### src/rtl/conv_tile_sched_if.sv
// Handshake bundle between a job requester and the convolution tile scheduler.
// The requester side drives the job and engine status, the scheduler side drives tile control.
interface conv_tile_sched_if #(
    parameter int TILE_CNT_W = 16
);
    logic                  sched_start;
    logic [TILE_CNT_W-1:0] num_tiles;
    logic                  done_ack;
    logic                  eng_end_conv;
    logic                  wb_idle;
    logic                  tile_start;
    logic [TILE_CNT_W-1:0] tile_idx;
    logic                  sched_busy;
    logic                  sched_done;
    logic [31:0]           busy_cycles;

    modport master (
        output sched_start, num_tiles, done_ack, eng_end_conv, wb_idle,
        input  tile_start, tile_idx, sched_busy, sched_done, busy_cycles
    );

    modport slave (
        input  sched_start, num_tiles, done_ack, eng_end_conv, wb_idle,
        output tile_start, tile_idx, sched_busy, sched_done, busy_cycles
    );
endinterface

### src/rtl/conv_tile_sched.sv
// Sequences a convolution job tile by tile: issue, run, drain, done.
// Define SCHED_PERF_CNT_EN to build the busy_cycles performance counter.
module conv_tile_sched #(
    parameter int TILE_CNT_W = 16
) (
    input  logic             clk,
    input  logic             rst_n,
    conv_tile_sched_if.slave bus
);

    typedef enum logic [2:0] {
        IDLE  = 3'd0,
        ISSUE = 3'd1,
        RUN   = 3'd2,
        DRAIN = 3'd3,
        DONE  = 3'd4
    } state_e;

    state_e                state_q, state_d;
    logic [TILE_CNT_W-1:0] cnt_q, cnt_d;
    logic [TILE_CNT_W-1:0] idx_q, idx_d;
    logic                  start_acc;
    logic                  last_tile;

    assign start_acc = (state_q == IDLE) && bus.sched_start;
    assign last_tile = (idx_q == cnt_q - TILE_CNT_W'(1));

    always_ff @(posedge clk or negedge rst_n) begin
        if (!rst_n) begin
            state_q <= IDLE;
            cnt_q   <= '0;
            idx_q   <= '0;
        end else begin
            state_q <= state_d;
            cnt_q   <= cnt_d;
            idx_q   <= idx_d;
        end
    end

    always_comb begin
        state_d = state_q;
        cnt_d   = cnt_q;
        idx_d   = idx_q;
        unique case (state_q)
            IDLE: begin
                if (bus.sched_start) begin
                    cnt_d   = bus.num_tiles;
                    idx_d   = '0;
                    state_d = (bus.num_tiles == '0) ? DONE : ISSUE;
                end
            end
            ISSUE: state_d = RUN;
            RUN: begin
                if (bus.eng_end_conv) state_d = DRAIN;
            end
            DRAIN: begin
                if (bus.wb_idle) begin
                    if (last_tile) begin
                        state_d = DONE;
                    end else begin
                        idx_d   = idx_q + TILE_CNT_W'(1);
                        state_d = ISSUE;
                    end
                end
            end
            DONE: begin
                // a start seen together with the ack waits for IDLE
                if (bus.done_ack) state_d = IDLE;
            end
            default: state_d = IDLE;
        endcase
    end

`ifdef SCHED_PERF_CNT_EN
    logic [31:0] busy_q, busy_d;

    always_ff @(posedge clk or negedge rst_n) begin
        if (!rst_n) busy_q <= '0;
        else        busy_q <= busy_d;
    end

    always_comb begin
        busy_d = busy_q;
        if (start_acc) begin
            busy_d = '0;
        end else if ((state_q == ISSUE || state_q == RUN ||
                      state_q == DRAIN) && busy_q != 32'hFFFF_FFFF) begin
            busy_d = busy_q + 32'd1;
        end
    end
`else
    logic unused_start_acc;
    assign unused_start_acc = start_acc;
`endif

    // outputs decode registered state only
    always_comb begin
        bus.tile_start = (state_q == ISSUE);
        bus.tile_idx   = idx_q;
        bus.sched_busy = (state_q != IDLE);
        bus.sched_done = (state_q == DONE);
`ifdef SCHED_PERF_CNT_EN
        bus.busy_cycles = busy_q;
`else
        bus.busy_cycles = '0;
`endif
    end

endmodule

### src/flat_wrapper.sv
// flat-port wrapper written by rule: the top's interface ports become plain ports
module conv_tile_sched_flat 
#(
    parameter int TILE_CNT_W = 16
)
  (clk, rst_n, bus_sched_start, bus_num_tiles, bus_done_ack, bus_eng_end_conv, bus_wb_idle, bus_tile_start, bus_tile_idx, bus_sched_busy, bus_sched_done, bus_busy_cycles);
  conv_tile_sched_if #(.TILE_CNT_W(TILE_CNT_W)) bus_i ();
  input  logic clk;
  input  logic rst_n;
  input wire logic [$bits(bus_i.sched_start)-1:0] bus_sched_start;
  input wire logic [$bits(bus_i.num_tiles)-1:0] bus_num_tiles;
  input wire logic [$bits(bus_i.done_ack)-1:0] bus_done_ack;
  input wire logic [$bits(bus_i.eng_end_conv)-1:0] bus_eng_end_conv;
  input wire logic [$bits(bus_i.wb_idle)-1:0] bus_wb_idle;
  output wire logic [$bits(bus_i.tile_start)-1:0] bus_tile_start;
  output wire logic [$bits(bus_i.tile_idx)-1:0] bus_tile_idx;
  output wire logic [$bits(bus_i.sched_busy)-1:0] bus_sched_busy;
  output wire logic [$bits(bus_i.sched_done)-1:0] bus_sched_done;
  output wire logic [$bits(bus_i.busy_cycles)-1:0] bus_busy_cycles;
  assign bus_i.sched_start = bus_sched_start;
  assign bus_i.num_tiles = bus_num_tiles;
  assign bus_i.done_ack = bus_done_ack;
  assign bus_i.eng_end_conv = bus_eng_end_conv;
  assign bus_i.wb_idle = bus_wb_idle;
  assign bus_tile_start = bus_i.tile_start;
  assign bus_tile_idx = bus_i.tile_idx;
  assign bus_sched_busy = bus_i.sched_busy;
  assign bus_sched_done = bus_i.sched_done;
  assign bus_busy_cycles = bus_i.busy_cycles;
  conv_tile_sched #(.TILE_CNT_W(TILE_CNT_W)) u_core (.clk(clk), .rst_n(rst_n), .bus(bus_i));
endmodule
### config.mk
export PLATFORM = sky130hd
export DESIGN_NAME = conv_tile_sched_flat
export DESIGN_NICKNAME = d
export VERILOG_FILES = /design/src/rtl/conv_tile_sched_if.sv /design/src/rtl/conv_tile_sched.sv /design/src/flat_wrapper.sv
export SDC_FILE = /design/constraint.sdc
export NUM_CORES = 1
export LEC_CHECK = 0
export ABC_CLOCK_PERIOD_IN_PS = 3300
export BUFFER_PORTS_ARGS = -buffer_cell sky130_fd_sc_hd__buf_2
export CAP_MARGIN = 10
export CORE_ASPECT_RATIO = 0.9
export CORE_UTILIZATION = 53
export DETAILED_ROUTE_END_ITERATION = 8
export HOLD_SLACK_MARGIN = 0.05
export PLACE_DENSITY_LB_ADDON = 0.08
export SETUP_SLACK_MARGIN = 0.3
export SKIP_LAST_GASP = 1
export SYNTH_ARGS = -nofsm -noshare
export SYNTH_HDL_FRONTEND = slang
export SYNTH_SLANG_ARGS = --single-unit
### constraint.sdc
create_clock -name clk -period 3.3 [get_ports clk]
set_input_delay 0.33 -clock clk [delete_from_list [all_inputs] [get_ports clk]]
set_output_delay 0.33 -clock clk [all_outputs]
set_load 0.01 [all_outputs]
# [After elaboration in Yosys (flattened, before gate mapping)]
# Cells that the tools add are included.
# W data, S select, Z words.
[classes] n_div=0 n_mux=11 shifts=0 n_eq_ne=10 n_lt_le_gt_ge=0 n_addsub=2 bitwise=0 multipliers=0 reduce_logical=7
[op_table] cell="$mux W16" count=3
[op_table] cell="$pmux W16 S2" count=1
[op_table] cell="$mux W3" count=6
[op_table] cell="$add A16 B1 Y16 const B" count=1
[op_table] cell="$eq A16 B16 Y1" count=1
[op_table] cell="$logic_not A16 Y1" count=1
[op_table] cell="$sub A16 B1 Y16 const B" count=1
[op_table] cell="$pmux W3 S5" count=1
[op_table] cell="$ne A2 B2 Y1 const B" count=5
[op_table] cell="$reduce_and A4 Y1" count=2
[op_table] cell="$eq A3 B2 Y1 const B" count=2
[op_table] cell="$eq A3 B1 Y1 const B" count=1
[op_table] cell="$eq A3 B3 Y1 const B" count=1
[op_table] cell="$logic_not A3 Y1" count=1
[op_table] cell="$reduce_bool A3 Y1" count=1
[op_table] cell="$reduce_and A2 Y1" count=1
[op_table] cell="$reduce_bool A2 Y1" count=1
[totals] ram_bits=0 elab_cells=33 ff_bits=35 input_bits=22 romBits=0 latchBits=0 mem_count=0 out_inout_bits=51

# [Longest topological paths before layout]
[logic_depth] word_depth=5 depth_mapped=11

# [Least setup slack after synthesis]
# No wires, ideal clock.
[synth_timing] path_type="reg-to-reg" start="register u_core.cnt_q[0]" end="register u_core.idx_q[12], in the netlist u_core.bus.tile_idx[12]" setup_time_ps=78 synth_period_minus_slack_ps=2701 t_arrival_ps=2623 path_buffers=0 path_stages_with_launch=11 setup_slack_ps=599 cell_sequence="dfrtp_1 > inv_1 > ha_1 > or3b_2 > nor4_1 > mux2i_1 > o311ai_1 > nand4_1 > nor2_2 > or4_1 > a21oi_1"
[synth_via] elab_chain_cells=4
[synth_rtl] item="start, declared" line_no="conv_tile_sched.sv:20" rtl="logic [TILE_CNT_W-1:0] cnt_q, cnt_d;"
[synth_rtl] item="start signal, assigned" line_no="conv_tile_sched.sv:35" rtl="cnt_q <= cnt_d;"
[synth_rtl] item="$sub A16 B1 Y16" line_no="conv_tile_sched.sv:26" rtl="assign last_tile = (idx_q == cnt_q - TILE_CNT_W'(1));"
[synth_rtl] item="$eq A16 B16 Y1" line_no="conv_tile_sched.sv:26"
[synth_rtl] item="$ne A2 B2 Y1 (no source line)"
[synth_rtl] item="$reduce_and A4 Y1 (no source line)"
[synth_rtl] item="end signal, assigned" line_no="conv_tile_sched.sv:36" rtl="idx_q <= idx_d;"
[synth_rtl] item="end, declared" line_no="conv_tile_sched.sv:21" rtl="logic [TILE_CNT_W-1:0] idx_q, idx_d;"
# Every way passes these cells.
# A chain may end at the register's enable or synchronous reset.

# [Final worst setup path]
[layout_timing] start="register u_core.cnt_q[1]" end="register u_core.idx_q[7], in the netlist u_core.bus.tile_idx[7]"
# The elaborated chain is that of the path after synthesis.

==> impl_results.md <==
- Fraction of layout cells with a size suffix above 1: 0.203
- Clock slew seen by the registers of the worst setup and hold paths: 80 ps
- CTS H-tree lvls: 2
- Origin of the critical flop-to-flop path: u_core.cnt_q[1]
- I/O Buffers: 40
- I/O pin count: 73
- R2r endpoint: u_core.bus.tile_idx[7]
- Die height: 69.5 um
- Register area share after synthesis: 0.327
- Worst Setup SP: u_core.cnt_q[1]
- Worst hold-check path type: in -> async
- Hold Buf Count CTS: 0
- Final core occ: 0.612
- Top Family by Delay on Critical Path: simple AND/OR/NAND/NOR gates
- DR DRC count: 0
- Core box area: 0.00486 sq mm
- Yosys warnings: 0
- Drt first pass iters: 4
- Post-synth ARST share: 1.00
- Slowest-stage cell, CP: or4_4
- CP Launch Type: register
- Drt total wl: 6300 um
- Fmax: 0.355 GHz
- Seq cells post-synth: 35
- Vias in the first global route: 2106
- Worst path depth: 10
- Initial antenna violation count: 0
- Via count: 2361
- Clock tree sinks: 35
- Setup TNS Final: 0 ps
- Yosys top cell area share: 0.327
- Worst Path Buf+Inv: 2
- 1st-iter DRT viols: 142
- Clock Skews: 8.74 ps
- Fillcell total: 446
- Outcome: completed
- Largest cells by area after synthesis: dfrtp_1 (33%), buf_4 (9.2%), nand2_1 (8.5%), xor2_1 (3.3%), mux2i_1 (3.0%)
- Syn-to-layout area delta: 11.1%
- Int Pwr: 1260 uW
- Max_cap viols: 0
- Setup WS post-layout: 479 ps
- Sw frac: 0.423
- Clock Latency Late Sink: 300 ps
- Final GP Congestion: 0.865
- Reg2Reg Depth: 10
- Sequential Power Share: 0.348
- Tcrit/Tclk final: 0.855
- Rows: 24
- Global route overflow: 0
- Die area: 0.00535 sq mm
- Mean area per synthesized cell: 8.27 sq um
- Clock Path Buffers: 2
- Max VDD drop: 0.352 mV
- Initial Util: 0.551
- Pwr per Cell Area: 733 mW/mm^2
- Setup WS pre-CTS: 310 ps
- Number of flops mapped to enable cells by yosys: 0
- Synth Instances: 324
- Via density: 5.57
- Slew Limit Fails: 0
- Register area: 877 sq um
- DR WL/cell: 14.8 um
- Hold Fails Final Rpt: 0
- Count of cell types in the netlist: 52
- Max stage delay on crit path: 600 ps
- Root buffer cell: clkbuf_8
- CP Data Required Time: 3490 ps
- Post-Syn Area: 0.00268 sq mm
- Unrepaired setup endpoints after global routing: no
- Number of nets still failing antenna checks after routing: 0
- Worst-margin pin slew: 1020 ps
- Internal reg-to-reg setup slack: 480 ps
- Worst Hold Slack: 124 ps
- Rel. slew slack: 0.316
- CP Capture Type: register
- Main synth FF type: dfrtp_1
- Footprint of the multi-input gates: 0.00161 sq mm
- Final #Nets: 382
- Worst-path maximum fanout: 7
- Worst Path Arrival: 3020 ps
- Die W: 77.0 um
- GRT Util Overall: 0.244
- Leak: 0.00140 uW
- First-pass GRT wire length: 10200 um
- Crit Path Category: reg -> reg
- # setup viols final: 0
- Period minus WS final: 2820 ps
- CTS tree: yes
- Crit path to: u_core.bus.tile_idx[7]
- ANT cells: 0
- CTS Buf Count: 5
- DP HPWL: 4480 um
- Sw power: 922 uW
- Post-synth top area cell: dfrtp_1
- CP Cell Sequence: buf_4, or4_4, nor4b_1, a31oi_1, o311ai_1, nand4_1, nor2_4, buf_6, nor2_1, a31o_1
- Pin count of the biggest net entering global routing: 36
- Clock network power share: 0.216
- Logic gate share of total power: 0.435
## worst reg2reg max path, stage by stage (launching register included)
cell      delay (ps)
dfrtp_1          410
buf_4            150
or4_4            600
nor4b_1          300
a31oi_1           70
o311ai_1         240
nand4_1          250
nor2_4           240
buf_6            150
nor2_1            90
a31o_1           220
## cell type report
type	instances	area share
Multi-Input combinational cell	263	0.540
Sequential cell	35	0.295
Timing Repair Buffer	47	0.0862
Tap cell	65	0.0273
Clock buffer	6	0.0244
Clock inverter	2	0.0202
Inverter	6	0.00757
## repair_timing
action                                  in CTS  in global routing
endpoints found under the setup margin       0                 18
resized for setup                            0                 13
setup buffers                                0                  1
## routing by layer
layer | part of all wire | vias to the layer above | global-route usage
li1 | - | 1151 | -
met2 | 0.45 | 87 | 0.388
met1 | 0.47 | 1114 | 0.337
met5 | 0 | - | 0
met3 | 0.058 | 9 | 0.0408
met4 | 0.016 | 0 | 0.0791
## sequential cells by signal, indices dropped and copies added, names as in the netlist
name / flops
u_core.cnt_q: 16
u_core.bus.tile_idx: 16
u_core.state_q: 3
## layout by cell type (no fill, tap or decap), types with 5 or more instances in the layout
cell type / n
nand3_1: 14
xor2_1: 10
xnor2_1: 9
conb_1: 32
nand2_1: 61
nand4_1: 8
clkbuf_8: 5
a21oi_1: 6
nor4_1: 7
nor2_1: 10
buf_4: 6
mux2i_1: 8
and3_1: 9
nor3_1: 9
inv_1: 5
o21ai_0: 13
buf_2: 40
dfrtp_1: 34
## Yosys cell counts, types with 4 or more instances
| cell type | instances |
|---|---|
| nor2_1 | 11 |
| xor2_1 | 10 |
| a41oi_2 | 4 |
| nor3b_1 | 4 |
| o21ai_0 | 13 |
| nand4_1 | 8 |
| or4_1 | 4 |
| buf_4 | 33 |
| nand2_1 | 61 |
| nand3_1 | 14 |
| and3_1 | 9 |
| inv_1 | 6 |
| nor4_1 | 8 |
| dfrtp_1 | 35 |
| or3_1 | 4 |
| xnor2_1 | 9 |
| mux2i_1 | 8 |
| o31ai_1 | 4 |
| nor3_1 | 9 |
| a21oi_1 | 6 |
| clkbuf_1 | 13 |
| o21bai_1 | 4 |
## cells by family after synthesis
kind of cell,count (synthesis),synth area share
AO/OA/AOI/OAI,50,0.139
XOR/XNOR,19,0.0621
adder cells (fa/ha/maj),2,0.00934
buffers and inverters,57,0.133
flip-flops,35,0.327
multiplexers,8,0.0299
other,1,0.00140
AND/OR/NAND/NOR,152,0.298
## power groups by stage
stage | Clock (uW) | Combinational (uW) | Sequential, uW
finish | 472 | 949 | 760
global route | 491 | 1040 | 781
CTS | 476 | 886 | 749
detailed placement | 0 | 877 | 756
global placement | 0 | 870 | 750
floorplan | 0 | 756 | 677
## stage by stage
step                cells  total power, uW  cell area, sq um
global route          424             2320              2980
global placement      415             1620              2790
finish                424             2180              2980
floorplan             355             1430              2800
detailed placement    415             1630              2790
CTS                   423             2110              2920
## worst min-delay path by stage
stage,endpoint,start,depth (start not counted)
after floorplan,u_core.bus.tile_idx[0],rst_n,0
after global placement,u_core.cnt_q[2],rst_n,1
after detailed placement,u_core.cnt_q[2],rst_n,1
after CTS,u_core.cnt_q[15],rst_n,1
after global routing,u_core.bus.tile_idx[11],rst_n,1
final,u_core.cnt_q[1],rst_n,1
Note: power is estimated with default switching activity, not from simulation.
